`config.mk`:
```
export PLATFORM = sky130hd
export DESIGN_NAME = dcache_refill_row_writer
export DESIGN_NICKNAME = d
export VERILOG_FILES = /design/src/rtl/dcache_refill_row_writer.sv
export SDC_FILE = /design/constraint.sdc
export NUM_CORES = 1
export LEC_CHECK = 0
export CORE_UTILIZATION = 54
export DETAILED_ROUTE_END_ITERATION = 10
export PLACE_DENSITY = 0.8
export SYNTH_ARGS = -nofsm -noshare
export SYNTH_HDL_FRONTEND = slang
export SYNTH_SLANG_ARGS = --single-unit
```
`constraint.sdc`:
```
create_clock -name clock -period 2.42 [get_ports clock]
set_clock_uncertainty 0.15 [all_clocks]
set_input_delay 0.605 -clock clock [delete_from_list [all_inputs] [get_ports clock]]
set_output_delay 0.605 -clock clock [all_outputs]
set_load 0.02 [all_outputs]
```
`src/rtl/dcache_refill_row_writer.sv`:
```
// dcache_refill_row_writer: pairs 64-bit refill beats into 128-bit data-array row writes for one cache line.
//   clock/reset          : rising-edge clock, asynchronous active-low reset
//   req_valid/req_ready  : line refill request; way/idx captured on handshake
//   beat_valid/ready/data: grant-path refill beats, even = row low half, odd = row high half
//   wr_valid/ready/...   : full-row write to the arbiter low-priority port
//   done                 : one-cycle pulse after the last row write is accepted
//   busy                 : high whenever a refill is in progress
module dcache_refill_row_writer #(
   parameter int BEAT_W        = 64,
   parameter int ROWS_PER_LINE = 4,
   parameter int WAYS          = 8
) (
   input  logic                clock,
   input  logic                reset,
   input  logic                req_valid,
   output logic                req_ready,
   input  logic [WAYS-1:0]     req_way_en,
   input  logic [5:0]          req_idx,
   input  logic                beat_valid,
   output logic                beat_ready,
   input  logic [BEAT_W-1:0]   beat_data,
   output logic                wr_valid,
   input  logic                wr_ready,
   output logic [WAYS-1:0]     wr_way_en,
   output logic [11:0]         wr_addr,
   output logic [2*BEAT_W-1:0] wr_data,
   output logic                done,
   output logic                busy
);
   localparam logic [2:0] LAST_BEAT = 3'(2*ROWS_PER_LINE-1);
   localparam logic [1:0] LAST_ROW  = 2'(ROWS_PER_LINE-1);
   typedef enum logic [1:0] {IDLE, FILL, DRAIN} state_t;
   state_t              state;
   logic [2:0]          beat_cnt;
   logic [1:0]          row_cnt;
   logic [BEAT_W-1:0]   lo;
   logic                lo_v;
   logic [2*BEAT_W-1:0] fifo [2];
   logic                wr_ptr;
   logic                rd_ptr;
   logic [1:0]          occ;
   logic [WAYS-1:0]     way;
   logic [5:0]          idx;
   logic                beat_hs;
   logic                push;
   logic                pop;
   assign req_ready  = state == IDLE;
   assign busy       = state != IDLE;
   // A high half can only be taken when there is room to push the completed row;
   // a low half always fits in the half register.
   assign beat_ready = state == FILL && (!lo_v || occ != 2'd2);
   assign beat_hs    = beat_valid && beat_ready;
   assign push       = beat_hs && beat_cnt[0];
   assign wr_valid   = occ != 2'd0;
   assign pop        = wr_valid && wr_ready;
   assign wr_way_en  = way;
   assign wr_addr    = {idx, row_cnt, 4'h0};
   assign wr_data    = fifo[rd_ptr];
   always_ff @(posedge clock or negedge reset) begin
      if (!reset) begin
         state    <= IDLE;
         beat_cnt <= '0;
         row_cnt  <= '0;
         lo       <= '0;
         lo_v     <= 1'b0;
         fifo[0]  <= '0;
         fifo[1]  <= '0;
         wr_ptr   <= 1'b0;
         rd_ptr   <= 1'b0;
         occ      <= '0;
         way      <= '0;
         idx      <= '0;
         done     <= 1'b0;
      end else begin
         done <= 1'b0;
         if (state == IDLE) begin
            if (req_valid) begin
               state    <= FILL;
               way      <= req_way_en;
               idx      <= req_idx;
               beat_cnt <= '0;
               row_cnt  <= '0;
               lo_v     <= 1'b0;
               wr_ptr   <= 1'b0;
               rd_ptr   <= 1'b0;
               occ      <= '0;
            end
         end else begin
            if (beat_hs) begin
               beat_cnt <= beat_cnt + 3'd1;
               if (beat_cnt == LAST_BEAT) state <= DRAIN;
               if (!beat_cnt[0]) begin
                  lo   <= beat_data;
                  lo_v <= 1'b1;
               end else begin
                  fifo[wr_ptr] <= {beat_data, lo};
                  wr_ptr       <= ~wr_ptr;
                  lo_v         <= 1'b0;
               end
            end
            if (pop) begin
               rd_ptr  <= ~rd_ptr;
               row_cnt <= row_cnt + 2'd1;
               // The last row can only be popped after the last beat, i.e. in DRAIN.
               if (row_cnt == LAST_ROW) begin
                  state <= IDLE;
                  done  <= 1'b1;
               end
            end
            occ <= occ + {1'b0, push} - {1'b0, pop};
         end
      end
   end
endmodule
```
== Yosys cells after proc, flatten, opt, wreduce, memory -nomap -nowiden ==
Cells that the tools add are included.

* Word-level logic and storage cells: 81
* Register bits after elaboration: 347
* Output and inout bits: 153

* Reductions and logical operators: 19
* Muxes and demuxes: 31
* Order comparisons: 3
* Equal/unequal tests: 5
* Add/subtract/negate cells: 4
* Bitwise gates (word level): 6

{| class="wikitable"
|+ Operator list
! cell !! count
|-
| 128-bit 2-to-1 mux || 4
|-
| 256-bit bitwise mux || 1
|-
| 128-bit demux with 1-bit select || 1
|-
| 2-bit 2-to-1 mux || 10
|-
| 1-bit 2-to-1 mux || 12
|-
| 2-bit nonzero test || 5
|-
| 3-bit 2-to-1 mux || 3
|-
| 3-bit AND reduction || 3
|-
| 2-bit AND reduction || 3
|-
| 1-bit logical AND || 5
|-
| 2-bit greater-or-equal comparator, second input constant || 2
|-
| 2-bit inequality test, second input constant || 2
|-
| 1-bit NOT || 4
|-
| 1-bit NOT with 2-bit output || 2
|-
| 3-bit by 1-bit adder with 3-bit output, second input constant || 1
|-
| 3-bit equality test, second input constant || 1
|-
| 2-bit by 1-bit adder with 2-bit output || 1
|-
| 2-bit by 1-bit adder with 2-bit output, second input constant || 1
|-
| 2-bit by 1-bit equality test with 1-bit output, second input constant || 1
|-
| 2-bit equality test, second input constant || 1
|-
| 2-bit zero test || 1
|-
| 2-bit by 1-bit less-than comparator with 1-bit output, second input constant || 1
|-
| 2-bit by 1-bit subtractor with 2-bit output || 1
|-
| 1-bit zero test || 1
|-
| 1-bit logical OR || 1
|}

== Depth between registers and ports, before layout ==
* Word-level depth: 8
* Depth in mapped cells: 9
* Depth with buffers taken out: 8

== Worst setup path after synthesis ==
No wires, ideal clock.

* Kind: input to register
* From: in beat_valid
* To: reg occ[1]
* Setup time: 0.121 ns
* Arrival time: 1.881 ns
* Buffers on the path: 1
* Data required time: 2.149 ns
* Stages on the path: 9
* Path slack: 0.268 ns
* Path through: and3b_1 > buf_4 > nand3_1 > ha_1 > inv_1 > ha_1 > xor2_1 > mux2i_1 > a22o_1

* Word-level cells in the longest chain between the ends: 5

{| class="wikitable"
|+ RTL lines
! what !! RTL line !! RTL
|-
| start: declaration || 19 || <nowiki>input logic beat_valid,</nowiki>
|-
| 1-bit logical AND || 52 || <nowiki>assign beat_hs = beat_valid && beat_ready;</nowiki>
|-
| 1-bit logical AND || 53 || <nowiki>assign push = beat_hs && beat_cnt[0];</nowiki>
|-
| 2-bit by 1-bit adder with 2-bit output || 110 || <nowiki>occ <= occ + {1'b0, push} - {1'b0, pop};</nowiki>
|-
| 2-bit by 1-bit subtractor with 2-bit output || 110 ||
|-
| 2-bit 2-to-1 mux || 76 || <nowiki>if (state == IDLE) begin</nowiki>
|-
| end signal: assignment || 110 ||
|-
| end: declaration || 41 || <nowiki>logic [1:0] occ;</nowiki>
|}

No other way between the ends.
A chain may end at the register's enable or synchronous reset.

== Worst setup path in the final report ==
* From: reg rd_ptr
* To: out wr_data[96]

* Word-level cells in the longest chain between the ends: 4

{| class="wikitable"
|+ RTL lines
! what !! RTL line !! RTL
|-
| start: declaration || 40 || <nowiki>logic rd_ptr;</nowiki>
|-
| start signal: assignment || 102 || <nowiki>rd_ptr <= ~rd_ptr;</nowiki>
|-
| 1-bit NOT with 2-bit output (not written as such) || 58 || <nowiki>assign wr_data = fifo[rd_ptr];</nowiki>
|-
| 128-bit 2-to-1 mux (not written as such) (3 in series) || 58 ||
|-
| end: declaration || 26 || <nowiki>output logic [2*BEAT_W-1:0] wr_data,</nowiki>
|}

No other way between the ends. The select of a mux whose other input is x is not followed.

==> impl_metrics.ini <==
[cells_and_area]
fin_area_um2 = 19300
fin_util_pct = 73.4
n_antenna_cell = 0
final_cell_mix = dfrtp_1, mux2_2, mux2_1
final_common_cell = dfrtp_1
nets = 1300
area_delta_synth_final_pct = 32.1
drive_gt1_share_pct = 46.9

[critical_path]
startpoint = rd_ptr
arrival_ns = 1.91
r2r_setup_slack_ns = 0.34
regToRegStartpoint = occ[0]
required_ns = 1.66
start_kind = flip-flop
crit_top_cell = buf_8
critical_path.top_delay_family = buffers and inverters
crit_type = reg2out
worstPathCellList = buf_8 -> buf_8 -> clkbuf_16 -> mux2_2 -> buf_6
critPathSlowestCell = dfrtp_4
end_kind = output port
cpPeakStageDelay_ns = 0.51
crit_fanout = 7
worst-path-buf-inv = 4

[logic_synthesis]
synth-edff-count = 0
postSynth.asyncResetShare_pct = 100
synth_cell_types = 36
ys_warn_count = 0
avgSynthCellArea_um2 = 15.9
yosysSeqAreaShare_pct = 59.3
synth.cell_area_um2 = 14600
ys_ff_latch = 346
synthCells = 917
synthFlopType = dfrtp_1

[grt]
antenna_found_initial = 0
grt_pass1_vias = 9466
grtUsageTotal_pct = 23.1
grt_max_degree = 73
grt_first_pass_wirelength_mm = 51.0
overflow = 0

[status]
violations = DRC, setup timing
outcome = complete, but fails checks

[placed_design]
gp_congestion = 0.778
io_buffers = 231
postPlaceCellArea_um2 = 17700
hpwl_mm = 20.2
pre_cts_ws_ns = -0.204

[min_path]
hold_class = reg2reg
hold_start = fifo[182]

[drt]
drc_errors = 10
drt_wl_total_mm = 31.7
wl_per_cell_um = 20.2
vias = 8564
first_iter_violations = 361
ant_nets = 0
firstDrtPassIters = 7
vias_per_cell = 5.45

[clocking]
clock-sinks = 346
cts.clk_slew.worst_paths_ns = 0.06
cts_buffer_depth = 3
clockRootBuffer = clkbuf_16
cts_buffers = 38
cts_tree = yes
insertion_delay_ns = 0.51
h-tree-depth = 2

[timing]
fin_crit_sh_pct = 110
setup_ws_ns = -0.240
slew_violations = 0
setup_viol = 128
finalHoldViolCount = 0
grt_setup_unrepaired = true
fmax_mhz = 376
fin_crit_ns = 2.66

[power_and_ir_drop]
powerDensity_nw_per_um2 = 629
ir_worst_vdd_uv = 612
p_leak_nw = 10.1

[floorplanning]
core-area_um2 = 26300
fp-row-count = 59
die_x_um = 166
design.portCount = 236
start_util_pct = 55.6
die_area_um2 = 27700
die_h_um = 166

[run]
max_cap_viol_count = 0
timing repair:
action                                  in CTS  in global routing
gates resized for setup                    406                283
hold buffers                                 1                  0
setup buffers                                9                  6
gates cloned                                 4                  6
endpoints found under the hold margin       31                  0
endpoints found under the setup margin     132                130
routing by layer:
layer  GRT usage [%]  part of all wire (%)  vias up  wire length (um)
li1                -                     -     3880                 -
met1            29.9                    43     4452             13800
met2            40.0                    51      187             16000
met3            4.42                   4.5       45              1430
met4            5.68                   1.5        0               490
met5               0                     0        -                 0
area by class of cell:
class / count / area, um2
clock buffers: 55 / 1160
clock inverters: 10 / 154
fillers: 1736 / 6990
inverters: 4 / 15.0
multi-input cells: 514 / 5610
flip-flops and latches: 346 / 8660
well taps: 335 / 419
repair buffers: 308 / 3270
cell usage after synthesis (all sizes together), types with 2 or more instances:
| master | count | area (um2) |
|---|---|---|
| a31o | 3 | 26.3 |
| inv | 4 | 15.0 |
| buf | 45 | 339 |
| nand3 | 6 | 30.0 |
| o21ai | 3 | 15.0 |
| dfrtp | 346 | 8660 |
| nand2 | 4 | 15.0 |
| nand3b | 2 | 15.0 |
| nand2b | 2 | 12.5 |
| clkbuf | 11 | 41.3 |
| nor2 | 4 | 15.0 |
| ha | 5 | 62.6 |
| and3 | 3 | 18.8 |
| mux2 | 462 | 5200 |
worst register-to-register path: cells and delay by family (launching register included):
family	cells	cell delay, ns
flip-flops	1	0.38
multiplexers	1	0.12
AO/OA/AOI/OAI	2	0.45
adder cells (fa/ha/maj)	2	0.44
XOR/XNOR	1	0.21
buffers and inverters	2	0.22
path summary, 6_finish.rpt:
kind                          endpoint  cells after the start
min in group asynchronous       lo[53]                      2
min reg2reg                  fifo[182]                      1
max in group asynchronous    fifo[148]                      3
min                          fifo[182]                      1
max reg2reg                     occ[1]                      8
max                        wr_data[96]                      5
per-stage QoR:
stage	setup TNS, ns	hold slack, ns	power, mW	cells
after floorplan	0	0.159	5.95	920
after global placement	-30.53	0.313	6.28	1481
after global routing	-25.13	0.344	12.5	1572
final	-19.32	0.328	12.1	1572
after detailed placement	-35.90	0.321	6.28	1481
after CTS	-31.25	0.333	12.3	1560
registers in the layout, summed over array words and instances (netlist names), 2 cells and up:
register and flops:
row_cnt 2, fifo 256, state 2, idx 6, beat_cnt 3, lo 64
occ 2, wr_way_en 8
logic make-up after synthesis:
group	synth area share, %
and+or+nand+nor	1.06
xor gates and xnor gates	0.0600
other	0.0257
adders and majority gates	0.428
muxes	35.7
buffers and inverters	2.71
AOI/OAI and AO/OA	0.737
DFF	59.3
power breakdown:
| group | switching (mW) | internal (mW) |
|---|---|---|
| Clock | 2.23 | 3.73 |
| Combinational | 0.199 | 0.171 |
| Sequential | 0.00588 | 5.80 |
No activity file was read; power rests on OpenSTA's default activity.
